==> src/rtl/fifo_1r1w_ctrl_if.sv <==
// Handshake and RAM-port bundle for fifo_1r1w_ctrl.
// The slave modport is the controller's view; master is the producer/consumer/RAM side.
interface fifo_1r1w_ctrl_if #(
    parameter int width_p = 8,
    parameter int depth_p = 32
);
    localparam int aw = $clog2(depth_p);

    logic               valid_i;
    logic [width_p-1:0] data_i;
    logic               ready_o;
    logic               valid_o;
    logic [width_p-1:0] data_o;
    logic               ready_i;
    logic [aw:0]        count_o;
    logic               afull_o;
    logic               ram_wr_valid_o;
    logic [width_p-1:0] ram_wr_data_o;
    logic [aw-1:0]      ram_wr_addr_o;
    logic               ram_rd_valid_o;
    logic [aw-1:0]      ram_rd_addr_o;
    logic [width_p-1:0] ram_rd_data_i;

    modport slave (
        input  valid_i, data_i, ready_i, ram_rd_data_i,
        output ready_o, valid_o, data_o, count_o, afull_o,
               ram_wr_valid_o, ram_wr_data_o, ram_wr_addr_o,
               ram_rd_valid_o, ram_rd_addr_o
    );

    modport master (
        output valid_i, data_i, ready_i, ram_rd_data_i,
        input  ready_o, valid_o, data_o, count_o, afull_o,
               ram_wr_valid_o, ram_wr_data_o, ram_wr_addr_o,
               ram_rd_valid_o, ram_rd_addr_o
    );
endinterface

==> src/rtl/fifo_1r1w_ctrl.sv <==
// FIFO controller driving an external 1r1w async-read RAM.
// Pointers carry one extra wrap bit so full and empty are distinguishable without a counter.
module fifo_1r1w_ctrl #(
    parameter int width_p = 8,
    parameter int depth_p = 32,
    parameter int afull_p = depth_p - 2
) (
    input  logic             clk_i,
    input  logic             reset_i,
    fifo_1r1w_ctrl_if.slave  bus
);
    localparam int aw = $clog2(depth_p);
    typedef logic [aw:0] ptr_t;

    localparam ptr_t afull_c = ptr_t'(afull_p);

    ptr_t wr_ptr;
    ptr_t rd_ptr;
    logic empty;
    logic full;
    logic push;
    logic pop;

    assign empty = (wr_ptr == rd_ptr);
    assign full  = (wr_ptr[aw-1:0] == rd_ptr[aw-1:0]) && (wr_ptr[aw] != rd_ptr[aw]);

    // No bypass in either direction: a full FIFO refuses push even with a concurrent pop,
    // and valid_o is gated by reset so stale pointers never expose RAM contents.
    assign bus.ready_o = ~full & reset_i;
    assign bus.valid_o = ~empty & reset_i;

    assign push = bus.valid_i & bus.ready_o;
    assign pop  = bus.valid_o & bus.ready_i;

    assign bus.ram_wr_valid_o = push;
    assign bus.ram_wr_addr_o  = wr_ptr[aw-1:0];
    assign bus.ram_wr_data_o  = bus.data_i;

    assign bus.ram_rd_valid_o = bus.valid_o;
    assign bus.ram_rd_addr_o  = rd_ptr[aw-1:0];
    assign bus.data_o         = bus.ram_rd_data_i;

    assign bus.count_o = wr_ptr - rd_ptr;
    assign bus.afull_o = (bus.count_o >= afull_c);

    always_ff @(posedge clk_i) begin
        if (!reset_i) begin
            wr_ptr <= '0;
            rd_ptr <= '0;
        end else begin
            if (push) wr_ptr <= wr_ptr + 1'b1;
            if (pop)  rd_ptr <= rd_ptr + 1'b1;
        end
    end
endmodule

==> src/flat_wrapper.sv <==
// flat-port wrapper written by rule: the top's interface ports become plain ports
module fifo_1r1w_ctrl_flat 
#(
    parameter int width_p = 8,
    parameter int depth_p = 32,
    parameter int afull_p = depth_p - 2
)
  (clk_i, reset_i, bus_valid_i, bus_data_i, bus_ready_i, bus_ram_rd_data_i, bus_ready_o, bus_valid_o, bus_data_o, bus_count_o, bus_afull_o, bus_ram_wr_valid_o, bus_ram_wr_data_o, bus_ram_wr_addr_o, bus_ram_rd_valid_o, bus_ram_rd_addr_o);
  fifo_1r1w_ctrl_if #(.width_p(width_p), .depth_p(depth_p)) bus_i ();
  input  logic clk_i;
  input  logic reset_i;
  input wire logic [$bits(bus_i.valid_i)-1:0] bus_valid_i;
  input wire logic [$bits(bus_i.data_i)-1:0] bus_data_i;
  input wire logic [$bits(bus_i.ready_i)-1:0] bus_ready_i;
  input wire logic [$bits(bus_i.ram_rd_data_i)-1:0] bus_ram_rd_data_i;
  output wire logic [$bits(bus_i.ready_o)-1:0] bus_ready_o;
  output wire logic [$bits(bus_i.valid_o)-1:0] bus_valid_o;
  output wire logic [$bits(bus_i.data_o)-1:0] bus_data_o;
  output wire logic [$bits(bus_i.count_o)-1:0] bus_count_o;
  output wire logic [$bits(bus_i.afull_o)-1:0] bus_afull_o;
  output wire logic [$bits(bus_i.ram_wr_valid_o)-1:0] bus_ram_wr_valid_o;
  output wire logic [$bits(bus_i.ram_wr_data_o)-1:0] bus_ram_wr_data_o;
  output wire logic [$bits(bus_i.ram_wr_addr_o)-1:0] bus_ram_wr_addr_o;
  output wire logic [$bits(bus_i.ram_rd_valid_o)-1:0] bus_ram_rd_valid_o;
  output wire logic [$bits(bus_i.ram_rd_addr_o)-1:0] bus_ram_rd_addr_o;
  assign bus_i.valid_i = bus_valid_i;
  assign bus_i.data_i = bus_data_i;
  assign bus_i.ready_i = bus_ready_i;
  assign bus_i.ram_rd_data_i = bus_ram_rd_data_i;
  assign bus_ready_o = bus_i.ready_o;
  assign bus_valid_o = bus_i.valid_o;
  assign bus_data_o = bus_i.data_o;
  assign bus_count_o = bus_i.count_o;
  assign bus_afull_o = bus_i.afull_o;
  assign bus_ram_wr_valid_o = bus_i.ram_wr_valid_o;
  assign bus_ram_wr_data_o = bus_i.ram_wr_data_o;
  assign bus_ram_wr_addr_o = bus_i.ram_wr_addr_o;
  assign bus_ram_rd_valid_o = bus_i.ram_rd_valid_o;
  assign bus_ram_rd_addr_o = bus_i.ram_rd_addr_o;
  fifo_1r1w_ctrl #(.width_p(width_p), .depth_p(depth_p), .afull_p(afull_p)) u_core (.clk_i(clk_i), .reset_i(reset_i), .bus(bus_i));
endmodule
==> config.mk <==
export PLATFORM = sky130hd
export DESIGN_NAME = fifo_1r1w_ctrl_flat
export DESIGN_NICKNAME = d
export VERILOG_FILES = /design/src/rtl/fifo_1r1w_ctrl_if.sv /design/src/rtl/fifo_1r1w_ctrl.sv /design/src/flat_wrapper.sv
export SDC_FILE = /design/constraint.sdc
export NUM_CORES = 1
export LEC_CHECK = 0
export ABC_CLOCK_PERIOD_IN_PS = 2100
export BUFFER_PORTS_ARGS = -buffer_cell sky130_fd_sc_hd__buf_2
export CELL_PAD_IN_SITES_DETAIL_PLACEMENT = 0
export CELL_PAD_IN_SITES_GLOBAL_PLACEMENT = 2
export CORE_MARGIN = 2
export CORE_UTILIZATION = 23
export DETAILED_ROUTE_END_ITERATION = 10
export PLACE_DENSITY_LB_ADDON = 0.15
export SYNTH_ARGS = -nofsm -noshare
export SYNTH_HDL_FRONTEND = slang
export SYNTH_SLANG_ARGS = --single-unit
export TNS_END_PERCENT = 50
==> constraint.sdc <==
create_clock -name clk_i -period 2.1 [get_ports clk_i]
set_input_delay 0 -clock clk_i [delete_from_list [all_inputs] [get_ports clk_i]]
set_output_delay 0 -clock clk_i [all_outputs]
set_load 0.005 [all_outputs]
==> results of run 1 <==
-- critical path, stage by stage (launching register included) --
cell and delay [ns]:
dfxtp_1 0.33, inv_1 0.09, ha_1 0.16, inv_1 0.05
fa_1 0.39, a21o_1 0.20, a21oi_1 0.19, xnor2_1 0.14
buf_2 0.13
-- how the worst max path moves through the flow --
| stage | startpoint | to | slack (ns) | depth (start not counted) |
|---|---|---|---|---|
| 2_1_floorplan | u_core.rd_ptr[3] | u_core.wr_ptr[5] | 0.41 | 7 |
| 3_3_place_gp | u_core.rd_ptr[3] | u_core.rd_ptr[5] | 0.23 | 6 |
| 3_5_place_dp | u_core.rd_ptr[3] | u_core.wr_ptr[5] | 0.21 | 6 |
| 4_1_cts | u_core.rd_ptr[3] | bus_afull_o | 0.15 | 7 |
| 5_1_grt | u_core.rd_ptr[2] | bus_afull_o | 0.03 | 7 |
| 6_report | u_core.wr_ptr[0] | bus_count_o[4] | 0.18 | 8 |
-- per-layer routing --
layer	up-vias	GRT usage	share of wire
met5	-	0	0
met4	0	0.0524	0.013
met3	6	0.0181	0.055
met2	24	0.165	0.48
met1	405	0.133	0.45
li1	424	-	-
-- synthesized netlist by cell type --
library cell / count
xor2_1: 2
nand4_1: 5
nand2_1: 7
o31ai_2: 2
xnor2_1: 10
a21oi_1: 6
nor2_1: 11
buf_4: 27
xor2_2: 1
a21o_1: 1
nand2b_1: 3
dfxtp_1: 12
or3_1: 1
o21ai_0: 4
a31oi_1: 8
o211ai_1: 1
ha_1: 7
mux2i_1: 3
inv_1: 12
and4_1: 1
fa_1: 1
clkbuf_1: 4
nand3_1: 5
nor3_1: 1
-- flip-flops by register name (all words and copies together) (netlist names) --
signal         cells
u_core.rd_ptr      6
u_core.wr_ptr      6
-- layout make-up --
| type | instances | area (um^2) | share of cell area |
|---|---|---|---|
| Clock buffer | 4 | 55.1 | 0.0494 |
| Timing Repair Buffer | 27 | 143 | 0.128 |
| Sequential cell | 12 | 241 | 0.217 |
| Tap cell | 52 | 65.1 | 0.0584 |
| Multi-Input combinational cell | 80 | 564 | 0.507 |
| Inverter | 12 | 45.0 | 0.0404 |
-- per-stage QoR --
step,hold slack (ns),power (mW),instances,instance area (um^2)
final,0.00000224,0.811,187,1110
after global routing,0.00000797,0.872,187,1110
after CTS,0.0000346,0.834,187,1110
after detailed placement,0.0000346,0.564,183,1050
after global placement,0.0000346,0.565,183,1050
after floorplan,0.0808,0.492,135,1060
-- timing repair --
item / CTS / global route
resized for setup: 0 / 2
hold buffers: 0 / 0
endpoints found under the setup margin: 0 / 2
-- power by group --
| group | total [mW] | switching, mW | internal, mW |
|---|---|---|---|
| clock | 0.259 | 0.0935 | 0.166 |
| combinational | 0.299 | 0.160 | 0.138 |
| sequential | 0.253 | 0.0131 | 0.240 |
| total | 0.811 | 0.267 | 0.544 |
-- cells by family (layout without fill, tap and decap cells) --
kind of cell               after synthesis  after routing  share of synthesized area
AOI/OAI and AO/OA                       22             22                      0.132
xor gates and xnor gates                13             13                      0.114
adders and majority gates                8              8                      0.101
buffers and inverters                   43             43                      0.247
DFF                                     12             12                      0.226
muxes                                    3              3                     0.0282
and+or+nand+nor                         34             34                      0.153
==> results_dict.tcl, run 1 <==
set metrics [dict create \
    status "finished, final reports clean" \
    crit_fanout 4 \
    slew_headroom 0.745 \
    die_area_mm2 0.00519 \
    yosysTopAreaCell "dfxtp_1" \
    nets 164 \
    place_congestion 0.694 \
    cp.arrival_ns 1.92 \
    wirelength_um 2510 \
    portBuffers 24 \
    cts_buffer_depth 2 \
    period_share 0.912 \
    hold_path_end "bus_ram_wr_data_o[3]" \
    syn_inst 135 \
    hpwl_um 2000 \
    row_count 24 \
    ir_drop_mv 0.156 \
    io_pins 57 \
    die_h_um 72.0 \
    fin_ws_ns 0.184 \
    layout_commonest_cell "buf_2" \
    layout-drive-gt1-share 0.267 \
    worstHoldStart "bus_data_i[3]" \
    cts_tree "done" \
    worst_pin_slew_ns 0.382 \
    rrSetupSlack_ns 0.25 \
    power_per_cell_area_mw_per_mm2 729 \
    r2r.worst_path.cells 6 \
    start_kind "flip-flop" \
    wl_per_cell_um 13.4 \
    drt_iter0_drc 23 \
    hold_depth 0 \
    synthTopCellsByArea "dfxtp_1 23%, buf_4 19%, ha_1 8.2%, xnor2_1 8.2%, a31oi_1 4.7%" \
    coreArea_mm2 0.00441 \
    cts_buffers 3 \
    start_util 0.241 \
    place_ws_ns 0.212 \
    ant_nets 0 \
    r2r-end "u_core.wr_ptr[5]" \
    cts_max_level 1 \
    min_period_ns 1.92 \
    ys_ff_latch 12 \
    drv_slew 0 \
    final_cell_mix "24 x buf_2, 12 x inv_1, 11 x nor2_1, 11 x dfxtp_1, 10 x xnor2_1" \
    tns_ns 0 \
    drt_pass1_iterations 4 \
    antenna_found_initial 0 \
    grt_max_degree 12 \
    syn_area_per_cell_um2 7.89 \
    vias_per_cell 4.59 \
    fin_util 0.252 \
    root_buffer "clkbuf_8" \
    maxCapViolCount 0 \
    grt_pass1_vias 841 \
    max_freq_ghz 0.522 \
    endpoint_kind "output port" \
    finClkSkew_ns 0.00689 \
    grt_use_total 0.103 \
    p_leak_nw 0.509 \
    syn_area_mm2 0.00106 \
    r2r-start "u_core.rd_ptr[1]" \
    ys_warn_count 0 \
    ys_seq_area_frac 0.226 \
    num_antenna_cells 0 \
    area_growth_pct 4.58 \
    rsz0062_at_grt "no" \
    clock-sinks 12 \
    grt_pass1_wl_um 4080 \
    post_cts_buffers 0 \
    worstPathRequired_ns 2.10 \
    hold_viol_final 0 \
    syn-num-nets 163 \
    vias 859 \
    nFillCells 484 \
    hp-class "input pin to output port" \
    grt_overflow 0 \
    synth_top_area_frac 0.226 \
    worstSetupPathType "flip-flop to output port" \
    clkTransAtPathRegs_ns 0.05 \
    die_x_um 72.0 \
    ys_types 24 \
    setup_viol 0 \
    drcViolationCount 0 \
    clk_latency_ns 0.24 \
]
(Power assumes the default switching activity.)
==> run 2, diff against run 1 <==
==> constraint.sdc (replaced) <==
create_clock -name clk_i -period 2.1 [get_ports clk_i]
set_input_delay 0.63 -clock clk_i [delete_from_list [all_inputs] [get_ports clk_i]]
set_output_delay 0.63 -clock clk_i [all_outputs]
set_load 0.005 [all_outputs]
==> run 2 against run 1 <==
Against the previous run: the flow now finishes with violations (setup timing); highest routed layer unchanged; combinational power increased by 57%; clock-buffer cell count decreased by 1; non-clock buffer count increased by 37; wire length increased by 21%; global-route usage increased by 1.8 points; sequential cell count unchanged; critical endpoint unchanged; clock power decreased by 15%.
==> results_dict.tcl, run 2 (synthesis gave the netlist of run 1 again) <==
set metrics [dict create \
    status "finished, violations left" \
    violations "setup timing" \
    num_antenna_cells 0 \
    worst_pin_slew_ns 0.391 \
    clkTransAtPathRegs_ns 0.06 \
    min_period_ns 2.37 \
    grt_max_degree 9 \
    stdcell_area_mm2 0.00147 \
    largestRegisters "u_core.rd_ptr: 6 flops, u_core.wr_ptr: 6 flops" \
    place_congestion 0.701 \
    die_area_mm2 0.00519 \
    hpwl_um 2280 \
    wirelength_um 3040 \
    hold_depth 2 \
    maxCapViolCount 0 \
    drcViolationCount 0 \
    r2r.worst_path.cells 17 \
    start_util 0.241 \
    r2r-start "u_core.wr_ptr[0]" \
    clk_latency_ns 0.25 \
    max_freq_ghz 0.421 \
    drv_slew 0 \
    die_x_um 72.0 \
    nets 201 \
    die_h_um 72.0 \
    postCtsHoldBufs 0 \
    worstPathRequired_ns 1.47 \
    vias 986 \
    nFillCells 471 \
    cts_tree "done" \
    slew_headroom 0.738 \
    crit_fanout 2 \
    layout_commonest_cell "buf_4" \
    area_growth_pct 38.2 \
    endpoint_kind "output port" \
    hold_path_end "u_core.wr_ptr[5]" \
    drt_pass1_iterations 4 \
    drt_iter0_drc 50 \
    period_share 1.13 \
    cp.arrival_ns 1.74 \
    fin_ws_ns -0.274 \
    grt_overflow 0 \
    grt_use_total 0.121 \
    coreArea_mm2 0.00441 \
    setup_viol 10 \
    ir_drop_mv 0.155 \
    r2r-end "u_core.wr_ptr[0]" \
    grt_pass1_vias 923 \
    portBuffers 24 \
    p_total_mw 0.944 \
    placed_cell_area_mm2 0.00122 \
    cts_buffers 3 \
    hold_slack_ns 0.531 \
    clock-sinks 12 \
    power_per_cell_area_mw_per_mm2 642 \
    hold_viol_final 0 \
    final_cell_mix "38 x buf_4, 24 x buf_2, 11 x nor2_1" \
    cts_buffer_depth 2 \
    fin_util 0.333 \
    layout-drive-gt1-share 0.515 \
    p_leak_nw 0.697 \
    grt_pass1_wl_um 4730 \
    ant_nets 0 \
    row_count 24 \
    hp-class "flip-flop to flip-flop" \
    root_buffer "clkbuf_8" \
    wl_per_cell_um 13.6 \
    antenna_found_initial 0 \
    cts_max_level 1 \
    worstSetupPathType "flip-flop to output port" \
    rrSetupSlack_ns -0.25 \
    finClkSkew_ns 0.00332 \
    vias_per_cell 4.42 \
    io_pins 57 \
    rsz0062_at_grt "yes" \
    start_kind "flip-flop" \
    worstHoldStart "u_core.wr_ptr[5]" \
]
==> run 2: changes by cell type in the layout (fill, tap and decap cells not counted), moves of 4 or more <==
cell,change
buf_4,+35
ha_4,+4
inv_1,-4
inv_2,+4
==> run 2: repair_timing <==
action / 4_1_cts / 5_1_grt
pin swaps: 12 / 4
cloned: 0 / 0
setup endpoints to repair: 9 / 11
resized for setup: 21 / 3
buffers inserted: 15 / 1
==> run 2: area by class of cell <==
cell class / instances / area (um^2) / share of cell area
clock buffers: 3 / 41.3 / 0.0281
well taps: 52 / 65.1 / 0.0442
flip-flops and latches: 12 / 245 / 0.167
repair buffers: 64 / 428 / 0.291
inverters: 12 / 45.0 / 0.0306
multi-input cells: 80 / 647 / 0.440
==> run 2: worst max path at each step <==
stage                           startpoint             end  slack (ns)
final                     u_core.wr_ptr[0]  bus_count_o[4]       -0.27
after detailed placement  u_core.wr_ptr[0]  bus_count_o[4]       -0.14
after floorplan           u_core.rd_ptr[3]     bus_valid_o       0.006
after global routing      u_core.wr_ptr[0]  bus_count_o[4]       -0.36
after CTS                 u_core.wr_ptr[0]     bus_afull_o       -0.30
after global placement    u_core.rd_ptr[0]  bus_count_o[4]       -0.09
==> run 2: metal layers <==
metal / GRT usage / wire length, um
met4: 0.0671 / 59
met5: 0 / 0
met1: 0.156 / 1400
met3: 0.0208 / 148
met2: 0.192 / 1440
==> run 2: per-stage QoR <==
step	TNS, ns	setup slack [ns]	cells
after global placement	-0.141	-0.0878	205
after detailed placement	-0.234	-0.136	205
after CTS	-1.44	-0.298	223
after global routing	-2.19	-0.359	223
after floorplan	0	0.00646	135
final	-1.37	-0.274	223
==> run 2: where the power goes <==
part	total (mW)	leakage (nW)	switching, mW	internal (mW)
Combinational	0.469	0.576	0.207	0.261
Sequential	0.255	0.0989	0.0129	0.242
Clock	0.220	0.0216	0.0932	0.127
==> run 2: critical path, cell delays in order (launching register included) <==
cell and delay [ns]:
dfxtp_2 0.33, inv_2 0.07, ha_4 0.12, inv_2 0.03, fa_2 0.37, a21o_1 0.18
a21oi_2 0.13, xnor2_1 0.13, buf_2 0.13
==> run 3, diff against run 2 <==
--- a/config.mk
+++ b/config.mk
@@ -12,7 +12,7 @@
 export CORE_MARGIN = 2
 export CORE_UTILIZATION = 23
 export DETAILED_ROUTE_END_ITERATION = 10
-export PLACE_DENSITY_LB_ADDON = 0.15
+export PLACE_DENSITY_LB_ADDON = 0.25
 export SYNTH_ARGS = -nofsm -noshare
 export SYNTH_HDL_FRONTEND = slang
 export SYNTH_SLANG_ARGS = --single-unit
==> run 3 against run 2 <==
Against the previous run: final cell count grew 0.90%; the run still ends with setup timing left; critical endpoint is now bus_afull_o; non-clock buffer count rose by 2; clock-buffer cell count did not move; design area is 2.6% higher; worst hold slack gained 0.069 ns.
==> results_dict.tcl, run 3 (synthesis gave the netlist of run 1 again) <==
set metrics [dict create \
    status "finished, violations left" \
    violations "setup timing" \
    clock-sinks 12 \
    ir_drop_mv 0.174 \
    cp-startpoint "u_core.wr_ptr[0]" \
    place_congestion 0.738 \
    min_period_ns 2.37 \
    root_buffer "clkbuf_8" \
    coreArea_mm2 0.00441 \
    drt_pass1_iterations 4 \
    drt_iter0_drc 29 \
    slowest_delay_ns 0.38 \
    r2r-end "u_core.wr_ptr[0]" \
    worstPathRequired_ns 1.47 \
    cts_tree "done" \
    grt_max_degree 9 \
    max_freq_ghz 0.421 \
    r2r.worst_path.cells 17 \
    grt_pass1_wl_um 4760 \
    drcViolationCount 0 \
    clkTransAtPathRegs_ns 0.06 \
    layout-drive-gt1-share 0.555 \
    maxCapViolCount 0 \
    worst_pin_slew_ns 0.394 \
    hpwl_um 2170 \
    clk_latency_ns 0.24 \
    drv_slew 0 \
    wl_per_cell_um 13.2 \
    period_share 1.13 \
    endpoint_kind "output port" \
    largestRegisters "u_core.rd_ptr: 6 flops, u_core.wr_ptr: 6 flops" \
    antenna_found_initial 0 \
    worstSetupPathType "flip-flop to output port" \
    postCtsHoldBufs 0 \
    cts_buffers 3 \
    slew_headroom 0.736 \
    finClkSkew_ns 0.00891 \
    fin_util 0.342 \
    die_x_um 72.0 \
    fin_ws_ns -0.273 \
    endpoint "bus_afull_o" \
    area_growth_pct 41.7 \
    cts_buffer_depth 2 \
    setup_viol 10 \
    path_common_cell "inv_2" \
    grt_overflow 0 \
    r2r-start "u_core.wr_ptr[0]" \
    nets 203 \
    rrSetupSlack_ns -0.24 \
    crit_fanout 2 \
    cp.arrival_ns 1.74 \
    p_leak_nw 0.711 \
    place_ws_ns -0.106 \
    final_cell_mix "40 x buf_4, 23 x buf_2, 11 x nor2_1" \
    layout_commonest_cell "buf_4" \
    start_kind "flip-flop" \
    nFillCells 468 \
    wirelength_um 2960 \
    hp-class "flip-flop to flip-flop" \
    path_cells "inv_2 > ha_4 > inv_2 > fa_2 > xor2_2 > nand3_1 > o211ai_1 > buf_2" \
    power_per_cell_area_mw_per_mm2 630 \
    vias 995 \
    hold_viol_final 0 \
    portBuffers 24 \
    cpMaxStageDelayCell "fa_2" \
    num_antenna_cells 0 \
    ant_nets 0 \
    multi_input_area_um2 661 \
    die_h_um 72.0 \
    start_util 0.241 \
    grt_use_total 0.120 \
    cts_max_level 1 \
    rsz0062_at_grt "yes" \
    row_count 24 \
    die_area_mm2 0.00519 \
    grt_pass1_vias 1012 \
    p_total_mw 0.950 \
    register_area_um2 248 \
    tns_ns -1.40 \
    vias_per_cell 4.42 \
    io_pins 57 \
]
==> run 3: cell types whose count changed in the layout (fill, tap and decap cells not counted), sizes merged <==
cell  before  now
buf       64   66
==> run 3: cell type report <==
type                            count  area share
Clock buffer                        3      0.0274
Timing Repair Buffer               66       0.298
Inverter                           12      0.0299
Multi-Input combinational cell     80       0.438
Sequential cell                    12       0.164
Tap cell                           52      0.0431
==> run 3: worst min path at each step <==
| stage | slack [ns] | startpoint | end | depth (start not counted) |
|---|---|---|---|---|
| 2_1_floorplan | 0.49 | u_core.rd_ptr[1] | u_core.rd_ptr[1] | 2 |
| 3_3_place_gp | 0.59 | u_core.rd_ptr[1] | u_core.rd_ptr[1] | 3 |
| 3_5_place_dp | 0.59 | u_core.rd_ptr[1] | u_core.rd_ptr[1] | 3 |
| 4_1_cts | 0.62 | u_core.rd_ptr[2] | u_core.rd_ptr[2] | 3 |
| 5_1_grt | 0.62 | u_core.rd_ptr[1] | u_core.rd_ptr[1] | 3 |
| 6_report | 0.60 | u_core.rd_ptr[1] | u_core.rd_ptr[1] | 3 |
==> run 3: per-stage QoR <==
step	hold WS, ns	area [um^2]	cells
2_1_floorplan	0.492	1060	135
3_5_place_dp	0.592	1240	208
5_1_grt	0.620	1510	225
3_3_place_gp	0.594	1240	208
6_report	0.600	1510	225
4_1_cts	0.624	1480	227
==> run 3: metal layers <==
metal  vias to the layer above  part of all wire  track usage
li1                        499                 -            -
met1                       457              0.45        0.150
met2                        33              0.47        0.194
met3                         6             0.060       0.0278
met4                         0             0.023       0.0566
met5                         -                 0            0
==> run 3: power breakdown <==
part | switching, mW | leakage (nW) | internal (mW)
Combinational | 0.211 | 0.589 | 0.271
Clock | 0.0875 | 0.0216 | 0.126
Sequential | 0.0125 | 0.0998 | 0.243
Total | 0.311 | 0.711 | 0.640
==> run 3: worst max-delay path: cells and delay by family (launching register included) <==
| family | cells | cell delay [ns] |
|---|---|---|
| AOI/OAI and AO/OA | 1 | 0.17 |
| xor gates and xnor gates | 1 | 0.16 |
| adders and majority gates | 2 | 0.51 |
| buffers and inverters | 3 | 0.24 |
| DFF | 1 | 0.32 |
| and+or+nand+nor | 1 | 0.10 |
==> run 3: timing repair <==
action / 4_1_cts / 5_1_grt
setup buffers: 16 / 1
setup endpoints to repair: 9 / 11
pin swaps: 11 / 6
gates resized for setup: 18 / 13
